==> config.mk <==
export PLATFORM = sky130hd
export DESIGN_NAME = mem_extreme_scan
export DESIGN_NICKNAME = d
export VERILOG_FILES = /design/src/rtl/mem_scan_pkg.sv /design/src/rtl/scan_tag_pipe.sv /design/src/rtl/mem_extreme_scan.sv
export SDC_FILE = /design/constraint.sdc
export NUM_CORES = 1
export LEC_CHECK = 0
export ABC_AREA = 1
export BUFFER_PORTS_ARGS = -buffer_cell sky130_fd_sc_hd__buf_4
export CAP_MARGIN = 20
export CORE_MARGIN = 4
export CORE_UTILIZATION = 28
export CTS_BUF_LIST = sky130_fd_sc_hd__clkbuf_4 sky130_fd_sc_hd__clkbuf_8 sky130_fd_sc_hd__clkbuf_16
export DETAILED_ROUTE_END_ITERATION = 10
export GPL_TIMING_DRIVEN = 0
export SLEW_MARGIN = 10
export SYNTH_ARGS = -nofsm -noshare
export SYNTH_HDL_FRONTEND = slang
export SYNTH_SLANG_ARGS = --single-unit
export TNS_END_PERCENT = 1
==> constraint.sdc <==
create_clock -name clk -period 1.7 [get_ports clk]
set_input_delay 0.51 -clock clk [delete_from_list [all_inputs] [get_ports clk]]
set_output_delay 0.51 -clock clk [all_outputs]
set_load 0.01 [all_outputs]
==> src/rtl/mem_scan_pkg.sv <==
// mem_scan_pkg
// Shared types and constants for the memory extreme-value scanner and any
// other memory-scan blocks that reuse its tag pipeline.
package mem_scan_pkg;

  typedef enum logic [1:0] {
    IDLE   = 2'd0,
    ISSUE  = 2'd1,
    DRAIN  = 2'd2,
    FINISH = 2'd3
  } scan_state_e;

  localparam logic MODE_MIN = 1'b0;
  localparam logic MODE_MAX = 1'b1;

  // Deepest memory read latency the tag pipeline is expected to cover.
  localparam int RD_LAT_MAX = 4;

endpackage

==> src/rtl/scan_tag_pipe.sv <==
// scan_tag_pipe
// DEPTH-stage {valid, addr} delay line that travels alongside a synchronous
// memory read so the address of each returning word is known when it lands.
//
// Ports:
//   clk      rising-edge clock
//   rst_n    asynchronous active-low reset, clears every stage
//   in_vld   read issued this cycle
//   in_addr  address of the read issued this cycle
//   out_vld  tail valid: rd_data is meaningful this cycle
//   out_addr address belonging to the word currently on rd_data
//   busy_up  some read is still in flight ahead of the tail stage
module scan_tag_pipe
  import mem_scan_pkg::*;
#(
  parameter int ADDR_W = 10,
  parameter int DEPTH  = 1
) (
  input  logic              clk,
  input  logic              rst_n,
  input  logic              in_vld,
  input  logic [ADDR_W-1:0] in_addr,
  output logic              out_vld,
  output logic [ADDR_W-1:0] out_addr,
  output logic              busy_up
);

  logic [DEPTH-1:0]  vld;
  logic [ADDR_W-1:0] adr [DEPTH];

  always_ff @(posedge clk or negedge rst_n) begin
    if (!rst_n) begin
      vld <= '0;
      for (int i = 0; i < DEPTH; i++) adr[i] <= '0;
    end else begin
      vld[0] <= in_vld;
      adr[0] <= in_addr;
      for (int i = 1; i < DEPTH; i++) begin
        vld[i] <= vld[i-1];
        adr[i] <= adr[i-1];
      end
    end
  end

  assign out_vld  = vld[DEPTH-1];
  assign out_addr = adr[DEPTH-1];

  // Only stages ahead of the tail count: the tail word is consumed this cycle.
  always_comb begin
    busy_up = 1'b0;
    for (int i = 0; i < DEPTH - 1; i++) busy_up = busy_up | vld[i];
  end

endmodule

==> src/rtl/mem_extreme_scan.sv <==
// mem_extreme_scan
// Scans a window of a synchronous-read memory and reports the minimum or
// maximum word together with the address where it first occurs.
//
// Ports:
//   clk, rst_n          clock, asynchronous active-low reset
//   start               request, sampled only while ready
//   mode                0 = minimum, 1 = maximum (latched at start)
//   base_addr, len      window start and word count, len may be 0..2**ADDR_W
//   rd_en, rd_addr      memory read port, one address per cycle
//   rd_data             memory data, valid RD_LAT cycles after rd_en
//   ready               idle, accepts start
//   done, empty         one-cycle completion pulse; empty when len was 0
//   res_val, res_addr   result, held until the next done
//
// state  | meaning
// IDLE   | waiting for start, ready high
// ISSUE  | one read per cycle, address wraps modulo the memory depth
// DRAIN  | reads issued, waiting for in-flight words to be compared
// FINISH | publish accumulator, pulse done next edge
module mem_extreme_scan
  import mem_scan_pkg::*;
#(
  parameter int DATA_W = 8,
  parameter int ADDR_W = 10,
  parameter int RD_LAT = 1
) (
  input  logic              clk,
  input  logic              rst_n,
  input  logic              start,
  input  logic              mode,
  input  logic [ADDR_W-1:0] base_addr,
  input  logic [ADDR_W:0]   len,
  output logic              rd_en,
  output logic [ADDR_W-1:0] rd_addr,
  input  logic [DATA_W-1:0] rd_data,
  output logic              ready,
  output logic              done,
  output logic              empty,
  output logic [DATA_W-1:0] res_val,
  output logic [ADDR_W-1:0] res_addr
);

  scan_state_e state_q, state_d;

  logic              mode_q;
  logic              empty_q;
  logic              first_q;
  logic [ADDR_W-1:0] cur_q;
  logic [ADDR_W:0]   rem_q;
  logic [DATA_W-1:0] acc_q;
  logic [ADDR_W-1:0] acc_addr_q;

  logic              tail_vld;
  logic [ADDR_W-1:0] tail_addr;
  logic              busy_up;
  logic              better;
  logic              take;

  scan_tag_pipe #(
    .ADDR_W (ADDR_W),
    .DEPTH  (RD_LAT)
  ) u_tag_pipe (
    .clk      (clk),
    .rst_n    (rst_n),
    .in_vld   (rd_en),
    .in_addr  (rd_addr),
    .out_vld  (tail_vld),
    .out_addr (tail_addr),
    .busy_up  (busy_up)
  );

  always_ff @(posedge clk or negedge rst_n) begin
    if (!rst_n) state_q <= IDLE;
    else        state_q <= state_d;
  end

  always_comb begin
    state_d = state_q;
    ready   = 1'b0;
    rd_en   = 1'b0;
    rd_addr = cur_q;
    unique case (state_q)
      IDLE: begin
        ready = 1'b1;
        if (start) state_d = (len == '0) ? FINISH : ISSUE;
      end
      ISSUE: begin
        rd_en = 1'b1;
        if (rem_q == (ADDR_W+1)'(1)) state_d = DRAIN;
      end
      // Leaving while the last word sits in the tail lets its compare land
      // on the same edge that enters FINISH.
      DRAIN:   if (!busy_up) state_d = FINISH;
      FINISH:  state_d = IDLE;
      default: state_d = IDLE;
    endcase
  end

  // Strict compare keeps the earliest address on ties; the first word of a
  // scan always loads so an all-ones (or all-zero) window reports its base.
  assign better = (mode_q == MODE_MAX) ? (rd_data > acc_q) : (rd_data < acc_q);
  assign take   = tail_vld && (first_q || better);

  always_ff @(posedge clk or negedge rst_n) begin
    if (!rst_n) begin
      mode_q     <= MODE_MIN;
      empty_q    <= 1'b0;
      first_q    <= 1'b0;
      cur_q      <= '0;
      rem_q      <= '0;
      acc_q      <= '0;
      acc_addr_q <= '0;
      done       <= 1'b0;
      empty      <= 1'b0;
      res_val    <= '0;
      res_addr   <= '0;
    end else begin
      done  <= 1'b0;
      empty <= 1'b0;
      unique case (state_q)
        IDLE: begin
          if (start) begin
            mode_q     <= mode;
            cur_q      <= base_addr;
            rem_q      <= len;
            empty_q    <= (len == '0);
            first_q    <= 1'b1;
            acc_q      <= (mode == MODE_MAX) ? '0 : '1;
            acc_addr_q <= base_addr;
          end
        end
        ISSUE: begin
          cur_q <= cur_q + ADDR_W'(1);
          rem_q <= rem_q - (ADDR_W+1)'(1);
        end
        FINISH: begin
          done  <= 1'b1;
          empty <= empty_q;
          if (!empty_q) begin
            res_val  <= acc_q;
            res_addr <= acc_addr_q;
          end
        end
        default: ;
      endcase
      if (take) begin
        acc_q      <= rd_data;
        acc_addr_q <= tail_addr;
        first_q    <= 1'b0;
      end
    end
  end

endmodule

==> metrics.txt <==
drt first pass iters=4; Buffers on Ports=64; DRT iter0 DRCs=259; relative slew slack=37.3%; H-Tree Depth=3; Slew Limit Fails=0; Worst Setup End Kind=flip-flop; worst reg2reg path endpoint=acc_addr_q[0]; Yosys Warn Count=0; overall die width=124 um; Worst R2R Setup Slack=-0.1 ns; Placed Instances=674; f_max=556 MHz; pwr/cell area=2120 nW/um^2; Max Fanout on Critical Path=6; Worst-Margin Slew=0.940 ns; Final #Nets=567; Placer Congestion=0.881; Post-Syn Area per Cell=8.64 sq um; internal power=6.48 mW; Comb pwr share=51.5%; Mapped Area=3750 sq um; Period minus WS final=1.80 ns; reg2reg start=acc_q[5]; crit-path max cell delay=0.39 ns; GRT Residual Overflow=0; Seq/Total Area, Yosys=50.1%; CTS tree=yes; DRC viols=0; peak supply drop=640 uV; R2R depth=13; CP top delay family=simple AND/OR/NAND/NOR gates; period utilisation layout=106%; wire per inst=14.1 um; Core Region=13,200 sq um; fin worst setup slack=-0.0984 ns; Sequential Area=1880 sq um; worst hold path class=input port to asynchronous set/reset pin; Max Root-Sink Buffers=2; CTS sink cnt=75; violated checks=setup timing; Starting Density=28.4%; Worst Hold Slack=0.295 ns; Die Area=15,300 sq um; num ports=65; Netlist cell types=34; vias in the first global route=3,220; vias per cell=4.69; crit path cell chain=inv_2 > ha_4 > a21oi_2 > nor2_1 > nor2_2 > nand2_1 > nand2_1 > nand3_2 > nand2_2 > buf_6 > buf_4 > nand3_1 > nand2_1; Final ANT Viol Nets=0; Ant. Diodes=0; RSZ-0062 raised after global routing=true; Slowest cell on crit path=dfrtp_1; first-pass GRT wire length=15,900 um; status=finished with violations; Worst Clk Skew=0.00774 ns; Startpoint Class=flip-flop; Filler cells=1,314; sequential share of power=30.1%; row count=42; switching share of power=40.2%; Clk Latency, worst-skew pair=0.34 ns; root buf cell=clkbuf_16; total net switching power=4.36 mW; max cap viols=0; synthesized instance count=434; initial antenna violation count=0; Crit path buffers/inverters=3; post-DP HPWL=7060 um; Finished Layout Cells=700; detailed-route via count=3,280; Pleak=2.49 nW; Multi-input gate area=1790 sq um; critical path type=flip-flop to flip-flop; CTS buffer count=9; Global Route Usage Sum=13.4%; Layout area overhead=36.5%; pin count of the biggest net entering global routing=76; clk slew on worst S/H paths=0.06 ns; Die H=124 um; CP dominant cell by count=nand2_1; layout cells sized above 1=31.1%; Clk pwr share=18.4%; synthesized net count=482; Crit path required time=1.97 ns; # hold bufs at CTS=0; CP arrival=2.07 ns; flops & latches, synth=75; endpoints failing setup=21; Fin. Hold Viols=0; Detailed Route WL=9840 um
==> cells in the mapped netlist <==
| library cell | number | area [sq um] |
|---|---|---|
| nand2_1 | 102 | 383 |
| dfrtp_1 | 75 | 1880 |
| inv_1 | 44 | 165 |
| nand3_1 | 40 | 200 |
| o21ai_0 | 35 | 175 |
| nor2_1 | 28 | 105 |
| a21oi_1 | 18 | 90.1 |
| ha_1 | 15 | 188 |
| mux2_2 | 11 | 124 |
| nand3b_1 | 10 | 75.1 |
| buf_2 | 9 | 45.0 |
| clkbuf_1 | 6 | 22.5 |
| o22ai_1 | 6 | 37.5 |
| nand4_1 | 4 | 25.0 |
| a21o_1 | 3 | 22.5 |
| buf_6 | 3 | 33.8 |
| nor3_1 | 3 | 15.0 |
| a22oi_1 | 2 | 15.0 |
| o211ai_1 | 2 | 15.0 |
| o31ai_1 | 2 | 15.0 |
| or2_2 | 2 | 12.5 |
| xor2_1 | 2 | 17.5 |
| a22o_1 | 1 | 8.76 |
| a31o_2 | 1 | 8.76 |
| a31oi_1 | 1 | 6.26 |
| a32o_1 | 1 | 10.0 |
| buf_1 | 1 | 3.75 |
| buf_4 | 1 | 7.51 |
| nand2_2 | 1 | 6.26 |
| nand3_2 | 1 | 10.0 |
| nor2_2 | 1 | 6.26 |
| nor4_1 | 1 | 6.26 |
| o21ai_2 | 1 | 8.76 |
| o22a_1 | 1 | 8.76 |
==> metrics by stage <==
stage / utilization (%) / instance area [sq um] / setup TNS (ns) / setup slack, ns / total power [mW]
floorplan: - / 3890 / -0.170 / -0.0213 / 6.51
global placement: 34.8 / 4590 / -6.82 / -0.349 / 7.99
detailed placement: 34.8 / 4590 / -7.86 / -0.371 / 8.15
CTS: 38.0 / 5010 / -0.922 / -0.0775 / 10.5
global route: 38.8 / 5120 / -4.24 / -0.199 / 11.8
finish: 38.8 / 5120 / -1.22 / -0.0984 / 10.8
==> routing by layer <==
layer | global-route usage (%) | routed length [um]
met1 | 16.8 | 4240
met2 | 22.1 | 4810
met3 | 3.54 | 642
met4 | 4.64 | 151
met5 | 0 | 0
==> layout make-up <==
cell class / instances / area share [%]
Inverter: 44 / 3.23
Sequential cell: 75 / 36.7
Multi-Input combinational cell: 295 / 35.0
Clock buffer: 10 / 4.67
Timing Repair Buffer: 75 / 11.8
Buffer: 19 / 2.89
Clock inverter: 6 / 1.42
Tap cell: 176 / 4.30
==> logic make-up (layout without fill, tap and decap cells) <==
| logic type | count (synthesis) | in the layout | synth area share, % |
|---|---|---|---|
| AOI/OAI and AO/OA | 74 | 74 | 11.2 |
| xor gates and xnor gates | 2 | 2 | 0.467 |
| adders and majority gates | 15 | 15 | 5.01 |
| buffers and inverters | 64 | 154 | 7.41 |
| DFF | 75 | 75 | 50.1 |
| muxes | 11 | 11 | 3.30 |
| and+or+nand+nor | 193 | 193 | 22.5 |
==> worst max-delay path by stage <==
| stage | start | to | slack, ns | depth (start not counted) |
|---|---|---|---|---|
| 2_1_floorplan | rd_data[0] | acc_addr_q[9] | -0.02 | 16 |
| 3_3_place_gp | rd_data[7] | acc_addr_q[9] | -0.35 | 13 |
| 3_5_place_dp | rd_data[7] | acc_addr_q[9] | -0.37 | 13 |
| 4_1_cts | state_q[0] | ready | -0.08 | 3 |
| 5_1_grt | acc_q[3] | acc_addr_q[4] | -0.20 | 15 |
| 6_report | acc_q[5] | acc_addr_q[0] | -0.1 | 13 |
==> power groups by stage <==
stage / Clock (mW) / Sequential (mW) / Combinational, mW
floorplan: 0 / 3.29 / 3.22
global placement: 0 / 3.25 / 4.74
detailed placement: 0 / 3.29 / 4.86
CTS: 2.03 / 3.27 / 5.24
global route: 2.12 / 3.37 / 6.28
finish: 1.99 / 3.26 / 5.58
==> cell usage in the layout, fill, tap and decap left out, types with 3 or more instances in the layout <==
cell type and instances:
buf_2 4, nand3b_1 10, dfrtp_1 75, nand3_1 29
inv_1 37, o22ai_1 6, inv_2 7, ha_4 7
ha_1 6, nand4_1 4, nand2_2 6, clkbuf_16 10
buf_4 75, a21o_1 3, nand2_1 96, nand3_2 12
a21oi_1 16, mux2_2 11, o21ai_0 34, nor2_1 27
buf_6 5, clkbuf_1 3
==> sequential cells by signal, indices dropped and copies added, names as in the netlist <==
signal / flops
res_val: 8
u_tag_pipe.out_vld: 1
rem_q: 11
state_q: 2
u_tag_pipe.out_addr: 10
acc_q: 8
mode_q: 1
res_addr: 10
done: 1
empty: 1
first_q: 1
rd_addr: 10
acc_addr_q: 10
empty_q: 1
==> repair_timing <==
action | CTS | global route
pin swaps | 17 | 10
endpoints found under the hold margin | 0 | 0
setup endpoints to repair | 47 | 55
gates cloned | 1 | 3
resized for setup | 24 | 20
buffers inserted | 4 | 3
No activity file was read; power rests on OpenSTA's default activity.
